### src/rtl/vga_board_scanner.sv
// 640x480@60 raster generator with board-region decode for the drawing mux.
// Counters advance on the pixel tick; decoded outputs are registered one pixel behind.
`timescale 1ns/1ps

module vga_board_scanner #(
    parameter int H_ACTIVE = 640,
    parameter int H_FP     = 16,
    parameter int H_SYNC   = 96,
    parameter int H_BP     = 48,
    parameter int V_ACTIVE = 480,
    parameter int V_FP     = 10,
    parameter int V_SYNC   = 2,
    parameter int V_BP     = 33,
    parameter int GRID     = 7,
    parameter int CELL_SZ  = 64,
    parameter int BOARD_X0 = 96,
    parameter int BOARD_Y0 = 16,
    parameter int LINE_W   = 2,
    parameter int DIV_X    = 576,
    parameter int DIV_W    = 8
) (
    input  logic                   clk,
    input  logic                   rst_n,
    output logic                   vga_clk,
    output logic                   pix_tick,
    output logic                   hsync_n,
    output logic                   vsync_n,
    output logic                   blank_n,
    output logic [9:0]             x,
    output logic [9:0]             y,
    output logic                   line,
    output logic [GRID*GRID-1:0]   cell_hit,
    output logic                   division,
    output logic                   frame_start
);
    localparam int H_TOT = H_ACTIVE + H_FP + H_SYNC + H_BP;
    localparam int V_TOT = V_ACTIVE + V_FP + V_SYNC + V_BP;
    localparam int BSZ   = GRID * CELL_SZ;
    localparam int CSH   = $clog2(CELL_SZ);
    localparam int CW    = $clog2(GRID);
    localparam int NC    = GRID * GRID;
    localparam int IW    = $clog2(NC);

    localparam logic [9:0] H_LAST = 10'(H_TOT - 1);
    localparam logic [9:0] V_LAST = 10'(V_TOT - 1);
    localparam logic [9:0] H_ACT  = 10'(H_ACTIVE);
    localparam logic [9:0] V_ACT  = 10'(V_ACTIVE);
    localparam logic [9:0] HS_BEG = 10'(H_ACTIVE + H_FP);
    localparam logic [9:0] HS_END = 10'(H_ACTIVE + H_FP + H_SYNC);
    localparam logic [9:0] VS_BEG = 10'(V_ACTIVE + V_FP);
    localparam logic [9:0] VS_END = 10'(V_ACTIVE + V_FP + V_SYNC);
    localparam logic [9:0] BX0    = 10'(BOARD_X0);
    localparam logic [9:0] BY0    = 10'(BOARD_Y0);
    localparam logic [9:0] BX1    = 10'(BOARD_X0 + BSZ);
    localparam logic [9:0] BY1    = 10'(BOARD_Y0 + BSZ);
    localparam logic [9:0] EDGE   = 10'(BSZ - LINE_W);
    localparam logic [9:0] DX0    = 10'(DIV_X);
    localparam logic [9:0] DX1    = 10'(DIV_X + DIV_W);
    localparam logic [CSH-1:0] LW_C = CSH'(LINE_W);

    logic           rst_meta;
    logic           rst_sync;
    logic           tog;
    logic [9:0]     h;
    logic [9:0]     v;

    logic           active;
    logic           in_board;
    logic           grid_d;
    logic           div_d;
    logic           hs_d;
    logic           vs_d;
    logic [9:0]     rx;
    logic [9:0]     ry;
    logic [CW-1:0]  col;
    logic [CW-1:0]  row;
    logic [IW-1:0]  idx;
    logic [NC-1:0]  cell_d;

    always_ff @(posedge clk or negedge rst_n) begin
        if (!rst_n) begin
            rst_meta <= 1'b0;
            rst_sync <= 1'b0;
        end else begin
            rst_meta <= 1'b1;
            rst_sync <= rst_meta;
        end
    end

    // Pixel tick and raster counters; held in reset until the synchronised release.
    always_ff @(posedge clk or negedge rst_n) begin
        if (!rst_n) begin
            tog      <= 1'b0;
            pix_tick <= 1'b0;
            h        <= '0;
            v        <= '0;
        end else if (!rst_sync) begin
            tog      <= 1'b0;
            pix_tick <= 1'b0;
            h        <= '0;
            v        <= '0;
        end else begin
            tog      <= ~tog;
            pix_tick <= tog;
            if (pix_tick) begin
                if (h == H_LAST) begin
                    h <= '0;
                    v <= (v == V_LAST) ? '0 : v + 10'd1;
                end else begin
                    h <= h + 10'd1;
                end
            end
        end
    end

    assign vga_clk = tog;

    // Cell size is a power of two, so row/col and the in-cell offset are plain bit slices.
    always_comb begin
        active   = (h < H_ACT) && (v < V_ACT);
        rx       = h - BX0;
        ry       = v - BY0;
        in_board = active && (h >= BX0) && (h < BX1) && (v >= BY0) && (v < BY1);
        col      = CW'(rx >> CSH);
        row      = CW'(ry >> CSH);
        idx      = IW'(row) * IW'(GRID) + IW'(col);
        grid_d   = in_board && ((rx[CSH-1:0] < LW_C) || (ry[CSH-1:0] < LW_C) ||
                                (rx >= EDGE) || (ry >= EDGE));
        cell_d   = '0;
        if (in_board && !grid_d) begin
            cell_d[idx] = 1'b1;
        end
        div_d    = active && !in_board && (h >= DX0) && (h < DX1);
        hs_d     = !((h >= HS_BEG) && (h < HS_END));
        vs_d     = !((v >= VS_BEG) && (v < VS_END));
    end

    always_ff @(posedge clk or negedge rst_n) begin
        if (!rst_n) begin
            hsync_n     <= 1'b1;
            vsync_n     <= 1'b1;
            blank_n     <= 1'b0;
            x           <= '0;
            y           <= '0;
            line        <= 1'b0;
            cell_hit    <= '0;
            division    <= 1'b0;
            frame_start <= 1'b0;
        end else if (!rst_sync) begin
            hsync_n     <= 1'b1;
            vsync_n     <= 1'b1;
            blank_n     <= 1'b0;
            x           <= '0;
            y           <= '0;
            line        <= 1'b0;
            cell_hit    <= '0;
            division    <= 1'b0;
            frame_start <= 1'b0;
        end else begin
            frame_start <= 1'b0;
            if (pix_tick) begin
                hsync_n     <= hs_d;
                vsync_n     <= vs_d;
                blank_n     <= active;
                x           <= h;
                y           <= v;
                line        <= grid_d;
                cell_hit    <= cell_d;
                division    <= div_d;
                frame_start <= (h == '0) && (v == '0);
            end
        end
    end

endmodule

### config.mk
export PLATFORM = sky130hd
export DESIGN_NAME = vga_board_scanner
export DESIGN_NICKNAME = d
export VERILOG_FILES = /design/src/rtl/vga_board_scanner.sv
export SDC_FILE = /design/constraint.sdc
export NUM_CORES = 1
export LEC_CHECK = 0
export CORE_MARGIN = 2
export CORE_UTILIZATION = 46
export DETAILED_ROUTE_END_ITERATION = 8
export DONT_BUFFER_PORTS = 1
export SETUP_SLACK_MARGIN = 0.02
export SLEW_MARGIN = 20
export SYNTH_ARGS = -nofsm -noshare
export SYNTH_HDL_FRONTEND = slang
export SYNTH_SLANG_ARGS = --single-unit
### constraint.sdc
create_clock -name clk -period 4.3 [get_ports clk]
set_clock_uncertainty 0.1 [all_clocks]
set_input_delay 1.29 -clock clk [delete_from_list [all_inputs] [get_ports clk]]
set_output_delay 1.29 -clock clk [all_outputs]
set_load 0.05 [all_outputs]
==> metrics.md, run 1 <==
| Metric | Value |
|---|---|
| Status | completed |
| Worst slew margin | between 50% and 60% |
| Starting Density | a little under half |
| Fin area | between 5000 and 6000 um^2 |
| Buffer levels on the longest clock path | 2 |
| Async S/R FF share, synth | 100% |
| Die width | roughly 110 um |
| CP most frequent cell | inv_1 |
| Antenna cells | 0 |
| Largest net degree at the start of global routing | 100 |
| Post-CTS Hold Fix Bufs | 0 |
| Area of the die | around 12,000 um^2 |
| Root Driver | clkbuf_8 |
| Iter 0 DRT Violations | between 300 and 400 |
| Global Route Usage Sum | between 20% and 30% |
| Largest family of logic cells by synthesized area | simple AND/OR/NAND/NOR gates |
| Critical path type | reg -> reg |
| Mapped Area | roughly 5200 um^2 |
| Wire per inst | around 19 um |
| I/O pin cnt | 79 |
| Worst Hold Class | reg -> reg |
| Antenna viol nets, final | 0 |
| RSZ-0062 raised after global routing | no |
| Vias in the first global route | a little under 4,000 |
| Area after DPL | ~5300 um^2 |
| CP required | between 4 and 5 ns |
| PD cells | ~300 nW/um^2 |
| Synth Area in Compound Gates | roughly 16% |
| Max incr delay on CP | between 0.5 and 0.6 ns |
| Clock sink count | slightly below 100 |
| Worst setup slack after layout | around 0.25 ns |
| Initial antenna violation count | 0 |
| Max stage delay cell, worst path | fa_1 |
| Crit start category | flop |
| Cell family with most CP delay | adder cells |
| HPWL after DPL | ~8400 um |
| Crit Path Max Fanout | 8 |
| CTS buffer count | 9 |
| Post-synthesis sequential area ratio | approximately 48% |
| Post-Place Worst Slack | -0.0832 ns |
| Pins Over Slew Limit | 0 |
| First-pass GRT wire length | 20,500 um |
| Final hold vios | 0 |
| Yosys warnings | 0 |
| MaxCap Viol Count | 0 |
| Core footprint | 10,900 um^2 |
| Setup TNS | 0 ns |
| Rows | 38 |
| Post-synthesis mux area share | 3.87% |
| IO buf count | 0 |
| Max VDD drop | about 280 uV |
| Final Routed Wirelength | 12,400 um |
| Syn_area_per_cell | 9.82 um^2 |
| Worst Setup End Kind | flop |
| Worst reg-to-reg setup slack | approximately 0.25 ns |
| Initial DRT Pass Iterations | 5 |
| CTS tree | yes |
| Top_reg_cell synth | dfrtp_1 |
| Post-synth EDFFs | 0 |
| Synth Instances | between 500 and 600 |
| Via Count | between 3,000 and 4,000 |
| Max Clk Rate | about 0.25 GHz |
| Synth Area in Simple Gates | 19.1% |
| Finished Layout Cells | roughly 660 |
| RD Place Congestion | about 0.8 |
| Die Ht | ~110 um |
| Final nets | between 500 and 600 |
| Final min period | just over 4 ns |
| WP buf/inv | 4 |
| Synthesized Nets | roughly 550 |
| Skew-Pair Late Insertion Delay | about 0.40 ns |
| Distinct cells, synth | 59 |
| Adder-Cell Fraction of Synth Area | 6.62% |
| Period utilization | 94.2% |
| DRC | 0 |
| DP Cell Count | ~640 |
| Layout area overhead | 7.30% |
| Routed vias/inst | around 5.9 |
| H-tree depth | 3 |
| Synthesis-stage register bit count | 99 |
| Xor/xnor cell area share of the yosys netlist | between 2 and 2.5% |
| Remaining Overflow, GRT | 0 |
| Pleak | roughly 2.4 nW |
| Final setup vio count | 0 |
| Layout Utilization | 51.0% |
| Clock slew at reported path FFs | around 0.09 ns |
| Worst slew pin tran | ~0.65 ns |
| Layout cells sized above 1 | around a tenth |
| Crit path cell chain | inv_1 -> ha_2 -> xnor2_2 -> inv_1 -> fa_1 -> inv_1 -> fa_1 -> inv_1 -> ha_1 -> a21o_1 -> a21oi_1 -> xor2_2 -> and4bb_2 -> a32o_1 |
| CP arrival | between 4 and 5 ns |
[flip-flops by register name, summed over array words and instances, names as in the netlist]
signal and flops:
cell_hit 49, division 1, pix_tick 1, y 10, frame_start 1, x 10
v 10, line 1, vga_clk 1, hsync_n 1, rst_sync 1, vsync_n 1
h 10, blank_n 1, rst_meta 1
[layout by cell type (no fill, tap or decap), types with 2 or more instances in the layout]
master,instances
a21oi_1,15
a31o_2,2
a31oi_1,2
a32o_1,9
a41o_1,2
and3_1,8
buf_4,13
bufinv_16,2
clkbuf_8,9
clkinv_2,2
dfrtp_1,96
dfstp_2,2
fa_1,4
ha_1,20
inv_1,18
inv_6,2
mux2i_1,20
nand2_1,76
nand2b_1,8
nand3_1,13
nand3b_2,2
nand4_1,9
nand4b_1,2
nor2_1,42
nor2b_1,4
nor3_1,13
nor4_1,4
nor4b_1,2
o21a_1,2
o21ai_0,22
o31ai_1,43
o31ai_2,2
or2_2,3
or3_1,4
xnor2_1,6
xor2_1,5
xor2_2,2
[area by class of cell]
| type | count | area, um^2 |
|---|---|---|
| flip-flops and latches | 99 | 2480 |
| fillers | 1003 | 5330 |
| repair buffers | 13 | 97.6 |
| inverters | 19 | 71.3 |
| clock inverters | 6 | 87.6 |
| clock buffers | 10 | 128 |
| well taps | 140 | 175 |
| multi-input cells | 374 | 2510 |
[worst register-to-register path: stages (launching register included)]
cell      delay [ns]
dfrtp_1         0.38
inv_1           0.13
ha_2            0.26
xnor2_2         0.16
inv_1           0.14
fa_1            0.54
inv_1           0.05
fa_1            0.52
inv_1           0.07
ha_1            0.29
a21o_1          0.16
a21oi_1         0.23
xor2_2          0.29
and4bb_2        0.35
a32o_1          0.28
[logic make-up after synthesis]
logic type	Yosys count
mux	20
xor+xnor	14
buf+inv	54
flops	99
simple gates	202
other cells	1
compound gates	112
fa+ha+maj	25
[repair_timing]
item | 4_1_cts | 5_1_grt
gates cloned | 0 | 0
gates resized for setup | 1 | 4
endpoints found under the setup margin | 15 | 47
buffers inserted | 1 | 0
pin swaps | 1 | 0
[where the power goes]
group          leakage, nW  switching, mW  total (mW)  internal [mW]
sequential            1.36         0.0252       0.963          0.938
combinational        0.915         0.0419      0.0618         0.0200
clock                0.111          0.343       0.674          0.330
[synth_stat cells, types with 2 or more instances]
| library cell | number | area (um^2) |
|---|---|---|
| dfrtp_1 | 97 | 2430 |
| nand2_1 | 76 | 285 |
| o31ai_1 | 43 | 323 |
| nor2_1 | 42 | 158 |
| clkbuf_1 | 26 | 97.6 |
| o21ai_0 | 22 | 110 |
| ha_1 | 21 | 263 |
| mux2i_1 | 20 | 200 |
| inv_1 | 18 | 67.6 |
| a21oi_1 | 15 | 75.1 |
| nand3_1 | 14 | 70.1 |
| nor3_1 | 13 | 65.1 |
| a32o_1 | 9 | 90.1 |
| nand4_1 | 9 | 56.3 |
| and3_1 | 8 | 50.1 |
| nand2b_1 | 8 | 50.1 |
| xnor2_1 | 7 | 61.3 |
| xor2_1 | 7 | 61.3 |
| buf_2 | 6 | 30.0 |
| nor2b_1 | 5 | 31.3 |
| fa_1 | 4 | 80.1 |
| nor4_1 | 4 | 25.0 |
| or3_1 | 4 | 25.0 |
| or2_2 | 3 | 18.8 |
| a31o_2 | 2 | 17.5 |
| a31oi_1 | 2 | 12.5 |
| a41o_1 | 2 | 20.0 |
| buf_6 | 2 | 22.5 |
| dfstp_2 | 2 | 52.6 |
| nand3b_2 | 2 | 22.5 |
| nand4b_1 | 2 | 17.5 |
| nor3b_1 | 2 | 15.0 |
| nor4b_1 | 2 | 17.5 |
| o21a_1 | 2 | 15.0 |
| o31ai_2 | 2 | 25.0 |
[per-layer routing]
layer,GRT usage (%),vias up,wire length [um]
met5,0,-,0
met3,7.11,13,896
met4,6.42,0,169
li1,-,1842,-
met1,28.6,1928,5400
met2,35.5,130,5940
[path summary, 6_finish.rpt]
| check | from | to | cells past startpoint |
|---|---|---|---|
| max in group asynchronous | rst_n | hsync_n | 0 |
| setup reg to reg | v[4] | cell_hit[25] | 14 |
| setup / recovery | v[4] | cell_hit[25] | 14 |
| min in group asynchronous | rst_n | cell_hit[48] | 0 |
| hold / removal | rst_meta | rst_sync | 0 |
| hold reg to reg | rst_meta | rst_sync | 0 |
[per-stage QoR]
step,power [mW],hold slack (ns)
6_report,1.70,0.261
5_1_grt,1.77,0.265
4_1_cts,1.71,0.261
3_5_place_dp,1.04,0.240
3_3_place_gp,1.04,0.234
2_1_floorplan,1.02,0.231
Note: power is estimated with default switching activity, not from simulation.
==> inputs of run 2 (changes only) <==
- CORE_UTILIZATION: 46 -> 40
==> run 2 against run 1 <==
  * Clock-buffer cell count grew 1
  * Utilization is 5.5 points lower
  * Wire length grew 3.3%
  * Non-clock buffer count fell by 1
  * Clock power increased by 32%
  * Via count grew 0.82%
  * Maximum frequency hardly changed
  * Register-to-register slack barely moved
  * Global-route usage shrank 3.5 points
  * Critical path depth is the same
==> metrics.md, run 2 (same netlist as run 1, synthesis figures left out) <==
| Metric | Value |
|---|---|
| DRC | 0 (unchanged) |
| Die Ht | 118 um (+7.0%) |
| CP required | 4.43 ns (-0.05 ns) |
| CP arrival | 4.18 ns (-0.05 ns) |
| Clock sink count | 99 (unchanged) |
| Initial DRT Pass Iterations | 4 (-1) |
| Fin area | 5740 um^2 (+3.3%) |
| Status | completed |
| Final Routed Wirelength | 12,800 um (+3.3%) |
| Initial antenna violation count | 0 (unchanged) |
| Largest net degree at the start of global routing | 100 (unchanged) |
| Iter 0 DRT Violations | 249 (-23%) |
| First-pass GRT wire length | 20,800 um (+1.7%) |
| CTS buffer count | 9 (unchanged) |
| Tot Pwr | 1.92 mW (+13%) |
| Final min period | 4.05 ns (-0.00295 ns) |
| H-tree depth | 3 (unchanged) |
| Buffer levels on the longest clock path | 2 (unchanged) |
| Most frequent cells in the layout | dfrtp_1, nand2_1, nor2_1, o31ai_1, o21ai_0 |
| Layout cells sized above 1 | 10.4% (+0.19 points) |
| Crit start category | flop |
| Final nets | 543 (unchanged) |
| Crit path cell chain | inv_1 -> ha_2 -> xnor2_2 -> inv_1 -> fa_1 -> inv_1 -> fa_1 -> inv_1 -> ha_1 -> a21o_1 -> a21oi_1 -> xor2_1 -> and4bb_1 -> a32o_1 |
| Antenna viol nets, final | 0 (unchanged) |
| HPWL after DPL | 8660 um (+2.8%) |
| Critical path type | reg -> reg |
| Skew-Pair Late Insertion Delay | 0.34 ns (-0.06 ns) |
| Cell family with most CP delay | adder cells |
| CTS tree | yes |
| Clock slew at reported path FFs | 0.07 ns (-0.02 ns) |
| Layout area overhead | 10.9% |
| PD cells | 334 nW/um^2 (+9.1%) |
| Antenna cells | 0 (unchanged) |
| Worst Hold Class | reg -> reg |
| Worst slew margin | 45.3% (-11 points) |
| Area of the die | 13,900 um^2 (+14%) |
| Root Driver | clkbuf_16 |
| CP most frequent cell | inv_1 |
| Setup TNS | 0 ns (unchanged) |
| Commonest non-fill, non-tap cell in the layout | dfrtp_1 |
| Pins Over Slew Limit | 0 (unchanged) |
| Largest Register | cell_hit |
| Worst Setup End Kind | flop |
| Core footprint | 12,600 um^2 (+16%) |
| Wire per inst | 18.5 um (-1.5%) |
| I/O pin cnt | 79 (unchanged) |
| Finished Layout Cells | 693 (+4.8%) |
| Period utilization | 94.1% (about the same) |
| Final setup vio count | 0 (unchanged) |
| Rows | 41 (+7.9%) |
| Crit Path Max Fanout | 8 (unchanged) |
| MaxCap Viol Count | 0 (unchanged) |
| Remaining Overflow, GRT | 0 (unchanged) |
| RSZ-0062 raised after global routing | no |
| Routed vias/inst | 5.69 (-3.8%) |
| Starting Density | 41.0% (-6.5 points) |
| Hold WS | 0.249 ns (-0.0113 ns) |
| Final hold vios | 0 (unchanged) |
| Max incr delay on CP | 0.56 ns (+0.02 ns) |
| Max stage delay cell, worst path | fa_1 |
| Largest register FFs | 49 (unchanged) |
| Via Count | 3,945 (+0.82%) |
| Max VDD drop | 293 uV (+6.5%) |
| RD Place Congestion | 0.839 (+5.1%) |
| Max Clk Rate | 0.247 GHz (about the same) |
| DP Cell Count | 675 (+4.8%) |
| Worst slew pin tran | 0.809 ns (+0.164 ns) |
| WP buf/inv | 4 (unchanged) |
| Area after DPL | 5340 um^2 (+0.61%) |
| Pleak | 2.45 nW (+2.5%) |
| IO buf count | 0 (unchanged) |
| Vias in the first global route | 3,879 (-0.61%) |
| Die width | 118 um (+7.0%) |
| Global Route Usage Sum | 18.6% (-3.5 points) |
## run 2: cell types whose count changed in the layout (fill, tap and decap cells not counted), moves of 3 or more
cell       delta
clkbuf_8      -7
clkbuf_16     +9
o31ai_2       +3
o31ai_1       -3
## run 2: area by class of cell
type / instances / area (um^2)
clock inverters: 5 / 85.1
flip-flops and latches: 99 / 2480
repair buffers: 12 / 93.8
inverters: 19 / 71.3
fillers: 1222 / 6880
well taps: 172 / 215
multi-input cells: 375 / 2540
clock buffers: 11 / 253
## run 2: worst reg2reg max path, delay by kind of cell, from the launching register on
kind / cells / cell delay, ns
XOR/XNOR: 2 / 0.43
buffers and inverters: 4 / 0.41
AND/OR/NAND/NOR: 1 / 0.36
AO/OA/AOI/OAI: 3 / 0.65
flip-flops: 1 / 0.37
adder cells (fa/ha/maj): 4 / 1.62
## run 2: path summary, 6_finish.rpt
kind | cells after the start | end | from | slack [ns]
max in group asynchronous | 0 | vsync_n | rst_n | 3.29
hold reg to reg | 0 | rst_sync | rst_meta | 0.25
setup reg to reg | 14 | cell_hit[28] | v[4] | 0.25
hold / removal | 0 | rst_sync | rst_meta | 0.25
min in group asynchronous | 0 | cell_hit[35] | rst_n | 0.54
setup / recovery | 14 | cell_hit[28] | v[4] | 0.25
## run 2: stage by stage
| step | utilization, % | setup WS (ns) |
|---|---|---|
| 3_3_place_gp | 42.3 | 0.286 |
| 4_1_cts | 45.0 | 0.0362 |
| 5_1_grt | 45.5 | 0.0184 |
| 2_1_floorplan | - | 0.0378 |
| 6_report | 45.5 | 0.253 |
| 3_5_place_dp | 42.3 | 0.0508 |
## run 2: metal layers
layer  routed length, um  vias to the layer above  GRT usage (%)  share of wire [%]
li1                    -                     1847              -                  -
met1                5420                     1933           23.5                 42
met3                1070                       18           6.01                8.4
met2                6160                      147           30.8                 48
met5                   0                        -              0                  0
met4                 155                        0           4.82                1.2
## run 2: timing repair
item	in CTS	in global routing
endpoints found under the setup margin	0	49
hold buffers	0	0
setup buffers	0	1
gates resized for setup	0	8
## run 2: report_power, final
part / internal [mW] / switching, mW / total (mW) / leakage (nW)
combinational: 0.0194 / 0.0414 / 0.0607 / 0.923
clock: 0.543 / 0.346 / 0.890 / 0.162
sequential: 0.939 / 0.0261 / 0.965 / 1.36
total: 1.50 / 0.414 / 1.92 / 2.45
